`src/rtl/param_accum_cpu_if.sv`:
```
// Host-side bus of the accumulator processor: program load, IN/OUT data and status.
// The host drives through master; the processor core attaches through slave.
interface param_accum_cpu_if #(
    parameter int DATA_W = 8,
    parameter int ADDR_W = 4
);
    logic [DATA_W-1:0] data_in;
    logic              Enter;
    logic              start;
    logic              prog_we;
    logic [ADDR_W-1:0] prog_addr;
    logic [DATA_W-1:0] prog_data;
    logic [DATA_W-1:0] dataOut;
    logic              out_valid;
    logic              CheckState;
    logic              Halt;
    logic              carry;

    modport master (
        output data_in, Enter, start, prog_we, prog_addr, prog_data,
        input  dataOut, out_valid, CheckState, Halt, carry
    );

    modport slave (
        input  data_in, Enter, start, prog_we, prog_addr, prog_data,
        output dataOut, out_valid, CheckState, Halt, carry
    );
endinterface

```
`src/rtl/param_accum_cpu.sv`:
```
// Parametrised accumulator processor: multi-cycle FETCH/DECODE/EXEC control unit,
// carry flag, internal program/data memory loadable from the host while stopped.
module param_accum_cpu #(
    parameter int DATA_W = 8,
    parameter int ADDR_W = 4
) (
    input logic             Clock,
    input logic             Reset,
    param_accum_cpu_if.slave bus
);
    localparam int DEPTH = 2 ** ADDR_W;

    localparam logic [3:0] OP_LDA  = 4'd0,  OP_STA = 4'd1,  OP_ADD  = 4'd2,  OP_SUB = 4'd3;
    localparam logic [3:0] OP_AND  = 4'd4,  OP_OR  = 4'd5,  OP_IN   = 4'd6,  OP_OUT = 4'd7;
    localparam logic [3:0] OP_JMP  = 4'd8,  OP_JZ  = 4'd9,  OP_JPOS = 4'd10, OP_JC  = 4'd11;
    localparam logic [3:0] OP_INC  = 4'd12, OP_DEC = 4'd13, OP_NOP  = 4'd14, OP_HALT = 4'd15;

    typedef enum logic [2:0] {
        S_IDLE, S_FETCH, S_DECODE, S_EXEC, S_INWAIT, S_HALTED
    } state_t;

    logic [DATA_W-1:0] mem [DEPTH];

    state_t            state;
    logic [ADDR_W-1:0] pc;
    logic [ADDR_W+3:0] ir;
    logic [DATA_W-1:0] acc;
    logic [DATA_W-1:0] opnd;
    logic [DATA_W-1:0] data_out_r;
    logic              c;
    logic              out_valid_r;
    logic              check_r;
    logic              halt_r;
    logic              enter_q;

    logic [3:0]        opcode;
    logic [ADDR_W-1:0] addr;

    assign opcode = ir[ADDR_W+3:ADDR_W];
    assign addr   = ir[ADDR_W-1:0];

    // Top bit of the widened result is the carry (add) or borrow (subtract).
    function automatic logic [DATA_W:0] add_c(input logic [DATA_W-1:0] x, input logic [DATA_W-1:0] y);
        return {1'b0, x} + {1'b0, y};
    endfunction

    function automatic logic [DATA_W:0] sub_b(input logic [DATA_W-1:0] x, input logic [DATA_W-1:0] y);
        return {1'b0, x} - {1'b0, y};
    endfunction

    always_ff @(posedge Clock) begin
        if (!Reset) begin
            if ((state == S_IDLE || state == S_HALTED) && bus.prog_we)
                mem[bus.prog_addr] <= bus.prog_data;
            else if (state == S_EXEC && opcode == OP_STA)
                mem[addr] <= acc;
        end
    end

    always_ff @(posedge Clock) begin
        if (Reset) begin
            state       <= S_IDLE;
            pc          <= '0;
            ir          <= '0;
            acc         <= '0;
            c           <= 1'b0;
            data_out_r  <= '0;
            out_valid_r <= 1'b0;
            enter_q     <= 1'b0;
            check_r     <= 1'b0;
            halt_r      <= 1'b0;
        end else begin
            enter_q     <= bus.Enter;
            out_valid_r <= 1'b0;
            case (state)
                S_IDLE, S_HALTED: begin
                    if (bus.start) begin
                        state  <= S_FETCH;
                        pc     <= '0;
                        acc    <= '0;
                        c      <= 1'b0;
                        halt_r <= 1'b0;
                    end
                end
                S_FETCH: begin
                    ir    <= mem[pc][ADDR_W+3:0];
                    pc    <= pc + ADDR_W'(1);
                    state <= S_DECODE;
                end
                // Branch conditions use A and C as they stand here, before any EXEC.
                S_DECODE: begin
                    opnd <= mem[addr];
                    case (opcode)
                        OP_JMP:  begin pc <= addr; state <= S_FETCH; end
                        OP_JZ:   begin if (acc == '0) pc <= addr; state <= S_FETCH; end
                        OP_JPOS: begin if (!acc[DATA_W-1]) pc <= addr; state <= S_FETCH; end
                        OP_JC:   begin if (c) pc <= addr; state <= S_FETCH; end
                        OP_NOP:  state <= S_FETCH;
                        OP_HALT: begin state <= S_HALTED; halt_r <= 1'b1; end
                        OP_IN:   begin state <= S_INWAIT; check_r <= 1'b1; end
                        default: state <= S_EXEC;
                    endcase
                end
                S_EXEC: begin
                    case (opcode)
                        OP_LDA:  acc <= opnd;
                        OP_ADD:  {c, acc} <= add_c(acc, opnd);
                        OP_SUB:  {c, acc} <= sub_b(acc, opnd);
                        OP_AND:  acc <= acc & opnd;
                        OP_OR:   acc <= acc | opnd;
                        OP_OUT:  begin data_out_r <= acc; out_valid_r <= 1'b1; end
                        OP_INC:  {c, acc} <= add_c(acc, DATA_W'(1));
                        OP_DEC:  {c, acc} <= sub_b(acc, DATA_W'(1));
                        default: ;
                    endcase
                    state <= S_FETCH;
                end
                S_INWAIT: begin
                    if (bus.Enter && !enter_q) begin
                        acc     <= bus.data_in;
                        check_r <= 1'b0;
                        state   <= S_FETCH;
                    end
                end
                default: state <= S_IDLE;
            endcase
        end
    end

    assign bus.dataOut    = data_out_r;
    assign bus.out_valid  = out_valid_r;
    assign bus.CheckState = check_r;
    assign bus.Halt       = halt_r;
    assign bus.carry      = c;
endmodule

```
`src/flat_wrapper.sv`:
```
// flat-port wrapper written by rule: the top's interface ports become plain ports
module param_accum_cpu_flat 
#(
    parameter int DATA_W = 8,
    parameter int ADDR_W = 4
)
  (Clock, Reset, bus_data_in, bus_Enter, bus_start, bus_prog_we, bus_prog_addr, bus_prog_data, bus_dataOut, bus_out_valid, bus_CheckState, bus_Halt, bus_carry);
  param_accum_cpu_if #(.DATA_W(DATA_W), .ADDR_W(ADDR_W)) bus_i ();
  input logic Clock;
  input logic Reset;
  input wire logic [$bits(bus_i.data_in)-1:0] bus_data_in;
  input wire logic [$bits(bus_i.Enter)-1:0] bus_Enter;
  input wire logic [$bits(bus_i.start)-1:0] bus_start;
  input wire logic [$bits(bus_i.prog_we)-1:0] bus_prog_we;
  input wire logic [$bits(bus_i.prog_addr)-1:0] bus_prog_addr;
  input wire logic [$bits(bus_i.prog_data)-1:0] bus_prog_data;
  output wire logic [$bits(bus_i.dataOut)-1:0] bus_dataOut;
  output wire logic [$bits(bus_i.out_valid)-1:0] bus_out_valid;
  output wire logic [$bits(bus_i.CheckState)-1:0] bus_CheckState;
  output wire logic [$bits(bus_i.Halt)-1:0] bus_Halt;
  output wire logic [$bits(bus_i.carry)-1:0] bus_carry;
  assign bus_i.data_in = bus_data_in;
  assign bus_i.Enter = bus_Enter;
  assign bus_i.start = bus_start;
  assign bus_i.prog_we = bus_prog_we;
  assign bus_i.prog_addr = bus_prog_addr;
  assign bus_i.prog_data = bus_prog_data;
  assign bus_dataOut = bus_i.dataOut;
  assign bus_out_valid = bus_i.out_valid;
  assign bus_CheckState = bus_i.CheckState;
  assign bus_Halt = bus_i.Halt;
  assign bus_carry = bus_i.carry;
  param_accum_cpu #(.DATA_W(DATA_W), .ADDR_W(ADDR_W)) u_core (.Clock(Clock), .Reset(Reset), .bus(bus_i));
endmodule
```
`config.mk`:
```
export PLATFORM = sky130hd
export DESIGN_NAME = param_accum_cpu_flat
export DESIGN_NICKNAME = d
export VERILOG_FILES = /design/src/rtl/param_accum_cpu_if.sv /design/src/rtl/param_accum_cpu.sv /design/src/flat_wrapper.sv
export SDC_FILE = /design/constraint.sdc
export NUM_CORES = 1
export LEC_CHECK = 0
export ABC_AREA = 1
export CAP_MARGIN = 20
export CORE_ASPECT_RATIO = 2
export CORE_MARGIN = 4
export CORE_UTILIZATION = 60
export CTS_BUF_LIST = sky130_fd_sc_hd__clkbuf_4
export DETAILED_ROUTE_END_ITERATION = 16
export DONT_BUFFER_PORTS = 1
export PLACE_DENSITY_LB_ADDON = 0.3
export SYNTH_ARGS = -nofsm -noshare
export SYNTH_HDL_FRONTEND = slang
export SYNTH_SLANG_ARGS = --single-unit
```
`constraint.sdc`:
```
create_clock -name Clock -period 2.5 [get_ports Clock]
set_input_delay 0.625 -clock Clock [delete_from_list [all_inputs] [get_ports Clock]]
set_output_delay 0.625 -clock Clock [all_outputs]
set_load 0.05 [all_outputs]
```
==> key figures <==
Outcome
  • Status: complete, no violations

Critical path
  • Register-to-Register Path Depth: 12
  • Slowest stage delay, CP: 0.52 ns
  • CP Max Fanout: 7
  • Critical Path Most Common Cell: nand2_1
  • Slowest CP cell: dfxtp_1
  • Worst R2R Setup Slack: 0.24 ns
  • Critical path startpoint: u_core.acc[0]$_SDFFE_PP0P_
  • Critical path, cell by cell: inv_1 > ha_1 > fa_1 > nand3b_1 > nand2_1 > nand2_1 > nand2_1 > nand2_1 > nand3_1 > nand3_1 > nand2_1 > a21oi_2
  • CP endpoint: u_core.acc[6]$_SDFFE_PP0P_
  • Worst Setup Start Kind: register
  • Crit Path Class: reg2reg
  • RR Endpoint: u_core.acc[6]$_SDFFE_PP0P_
  • Worst setup EP type: register
  • Worst Path Required: 2.99 ns
  • R2R Path Start: u_core.acc[0]$_SDFFE_PP0P_
  • Worst EP arrival: 2.74 ns

Placed design
  • Routability cong.: 1.11
  • Port Buffers: 0
  • DP Wirelength: 23700 um

CTS
  • Clk_lat worst skew: 0.58 ns
  • CTS resizes: 0
  • CTS root buffer: clkbuf_4
  • Setup repair bufs after CTS: 0
  • CTS Hold Bufs: 0
  • CTS clk-pin slew, worst paths: 0.16 ns
  • Cts bufs inserted: 17
  • # clock sinks: 172
  • Max Buffers Root-to-Sink: 2
  • H-tree levels: 4
  • CTS tree: yes

Route
  • DR pass1 iterations: 6
  • Vias per inst: 6.27
  • Post-route antenna net violation count: 0
  • Via count: 8950
  • First DRT Iteration DRCs: 1023
  • Post-DR wirelength/cell: 22.9 um
  • Residual DRC: 0
  • Wirelength, routed: 32800 um

Floorplanning
  • Ports: 37
  • Row count: 66
  • Initial Util: 61.5%
  • DIE HEIGHT: 191 um
  • Die width: 99.5 um
  • Die Area: 19000 um2
  • Core area: 16400 um2

Logic synthesis
  • Syn_nets: 1264
  • Yosys warns: 0
  • Average cell area after synthesis: 8.33 um2
  • Register area share after synthesis: 47.8%
  • Synth async-reset ratio: 0%
  • EDFF count, synth: 136
  • Netlist Area Pre-Place: 10100 um2
  • Cells after Synth: 1207
  • Post-synth top flop: edfxtp_1
  • Flops & latches, synth: 172
  • Yosys cell types: 44

Timing
  • Pins Over Slew Limit: 0
  • Fin crit share: 90.3%
  • Unrepaired setup endpoints after global routing: false
  • Setup violators final: 0
  • Tightest Pin Transition: 0.830 ns
  • Final hold vios: 0
  • Fmax: 443 MHz
  • Setup TNS: 0 ns
  • Max-slew headroom: 44.6%
  • Fin crit period: 2.26 ns
  • Final setup skew: 0.0309 ns

GRT
  • All-Layer GR Usage: 35.1%
  • First-pass GRT wire length: 49000 um
  • Initial antenna violation count: 1
  • Total gr overflow: 0
  • Largest net degree at the start of global routing: 64
  • Vias in the first global route: 8613

Worst hold path
  • Hold/Removal Path Class: in2reg

Flow run
  • # Max-Cap Violations: 0

Power and ir drop
  • Peak supply drop: 0.529 mV
  • Total Power: 11.5 mW
  • Power density cells: 1070 nW/um2
  • Pleak: 4.26 nW

Finish
  • FILL cells: 1414
  • Share of layout cells above drive strength 1: 12.3%
  • Area Growth Syn to Fin: 7.01%
  • Commonest non-fill, non-tap cell in the layout: nand2_1
  • Layout net count: 1267
  • Highest-count cells in the layout ignoring fill and taps: nand2_1, edfxtp_1, inv_1
[cell families after synthesis]
logic type | Yosys count | share of synthesized area [%]
AOI/OAI and AO/OA | 362 | 20.5
and+or+nand+nor | 413 | 18.3
DFF | 172 | 47.8
buffers and inverters | 224 | 8.98
xor gates and xnor gates | 4 | 0.348
adders and majority gates | 32 | 4.13
[where the power goes]
part           switching [mW]  total [mW]  internal (mW)  leakage [nW]
logic                    4.09        5.95           1.86          2.57
registers               0.436        3.79           3.35          1.52
clock network           0.988        1.73          0.739         0.161
total                    5.51        11.5           5.95          4.26
[synth_stat cells (3+ instances only)]
master / instances / area (um2)
o221ai_1: 15 / 131
nor2_1: 74 / 278
edfxtp_1: 136 / 4080
clkbuf_2: 3 / 15.0
nor3_1: 8 / 40.0
inv_1: 135 / 507
a21oi_1: 128 / 641
inv_2: 16 / 60.1
nor2_2: 6 / 37.5
nand3_1: 102 / 510
o22ai_1: 4 / 25.0
buf_1: 6 / 22.5
clkinv_1: 4 / 15.0
nor2_4: 5 / 56.3
dfxtp_1: 36 / 721
o211ai_1: 41 / 308
o21ai_2: 10 / 87.6
nand4_1: 7 / 43.8
ha_1: 30 / 375
clkbuf_1: 28 / 105
buf_2: 27 / 135
nand3b_1: 3 / 22.5
nand2_1: 188 / 706
o21ai_0: 141 / 706
xnor2_1: 3 / 26.3
nand2_2: 13 / 81.3
o21ai_1: 10 / 50.1
a21oi_2: 7 / 61.3
[state kept, by name (all words and copies together), names as in the netlist]
name / flops
u_core.acc: 8
u_core.bus.CheckState: 1
u_core.bus.Halt: 1
u_core.bus.carry: 1
u_core.bus.dataOut: 8
u_core.bus.out_valid: 1
u_core.enter_q: 1
u_core.ir: 8
u_core.mem: 128
u_core.opnd: 8
u_core.pc: 4
u_core.state: 3
[worst max-delay path: cells and delay by family (launching register included)]
family / cells / cell delay [ns]
buffers and inverters: 1 / 0.10
DFF: 1 / 0.52
and+or+nand+nor: 8 / 0.86
AOI/OAI and AO/OA: 1 / 0.05
adders and majority gates: 2 / 0.65
[layer usage]
layer | track usage (%) | vias to the layer above | wire length (um)
met5 | 0 | - | 0
met4 | 29.7 | 0 | 3240
met3 | 5.41 | 169 | 1940
met2 | 63.1 | 509 | 17300
met1 | 34.3 | 4109 | 10300
li1 | - | 4163 | -
[worst min-delay path by stage]
stage                                            start                             to  slack, ns  cells after the start
final                                            Reset  u_core.bus.carry$_SDFFE_PP0P_       0.09                      1
after global routing                             Reset  u_core.bus.carry$_SDFFE_PP0P_       0.04                      1
after CTS                                        Reset  u_core.bus.carry$_SDFFE_PP0P_       0.04                      1
after detailed placement  u_core.state[2]$_SDFFE_PP0P_   u_core.state[2]$_SDFFE_PP0P_       0.54                      2
after global placement    u_core.state[2]$_SDFFE_PP0P_   u_core.state[2]$_SDFFE_PP0P_       0.53                      2
after floorplan           u_core.state[2]$_SDFFE_PP0P_   u_core.state[2]$_SDFFE_PP0P_       0.51                      2
[area by class of cell]
cell class / instances / area, um2 / area share [%]
sequential: 172 / 4810 / 44.7
timing repair buffer: 52 / 440 / 4.09
tap: 204 / 255 / 2.37
inverter: 156 / 588 / 5.47
clock inverter: 12 / 161 / 1.50
clock buffer: 20 / 150 / 1.40
antenna: 1 / 2.50 / 0.0233
multi-input combinational: 811 / 4350 / 40.4
[stage by stage]
stage	setup WS, ns	hold WS (ns)	instance area, um2	utilization, %	cells
4_1_cts	0.298	0.0438	10800	65.8	1427
5_1_grt	0.141	0.0438	10800	65.8	1428
3_5_place_dp	0.293	0.541	10400	63.9	1395
6_report	0.243	0.0859	10800	65.8	1428
3_3_place_gp	0.299	0.535	10400	63.9	1395
2_1_floorplan	0.0879	0.510	10100	-	1207
Note: power is estimated with default switching activity, not from simulation.
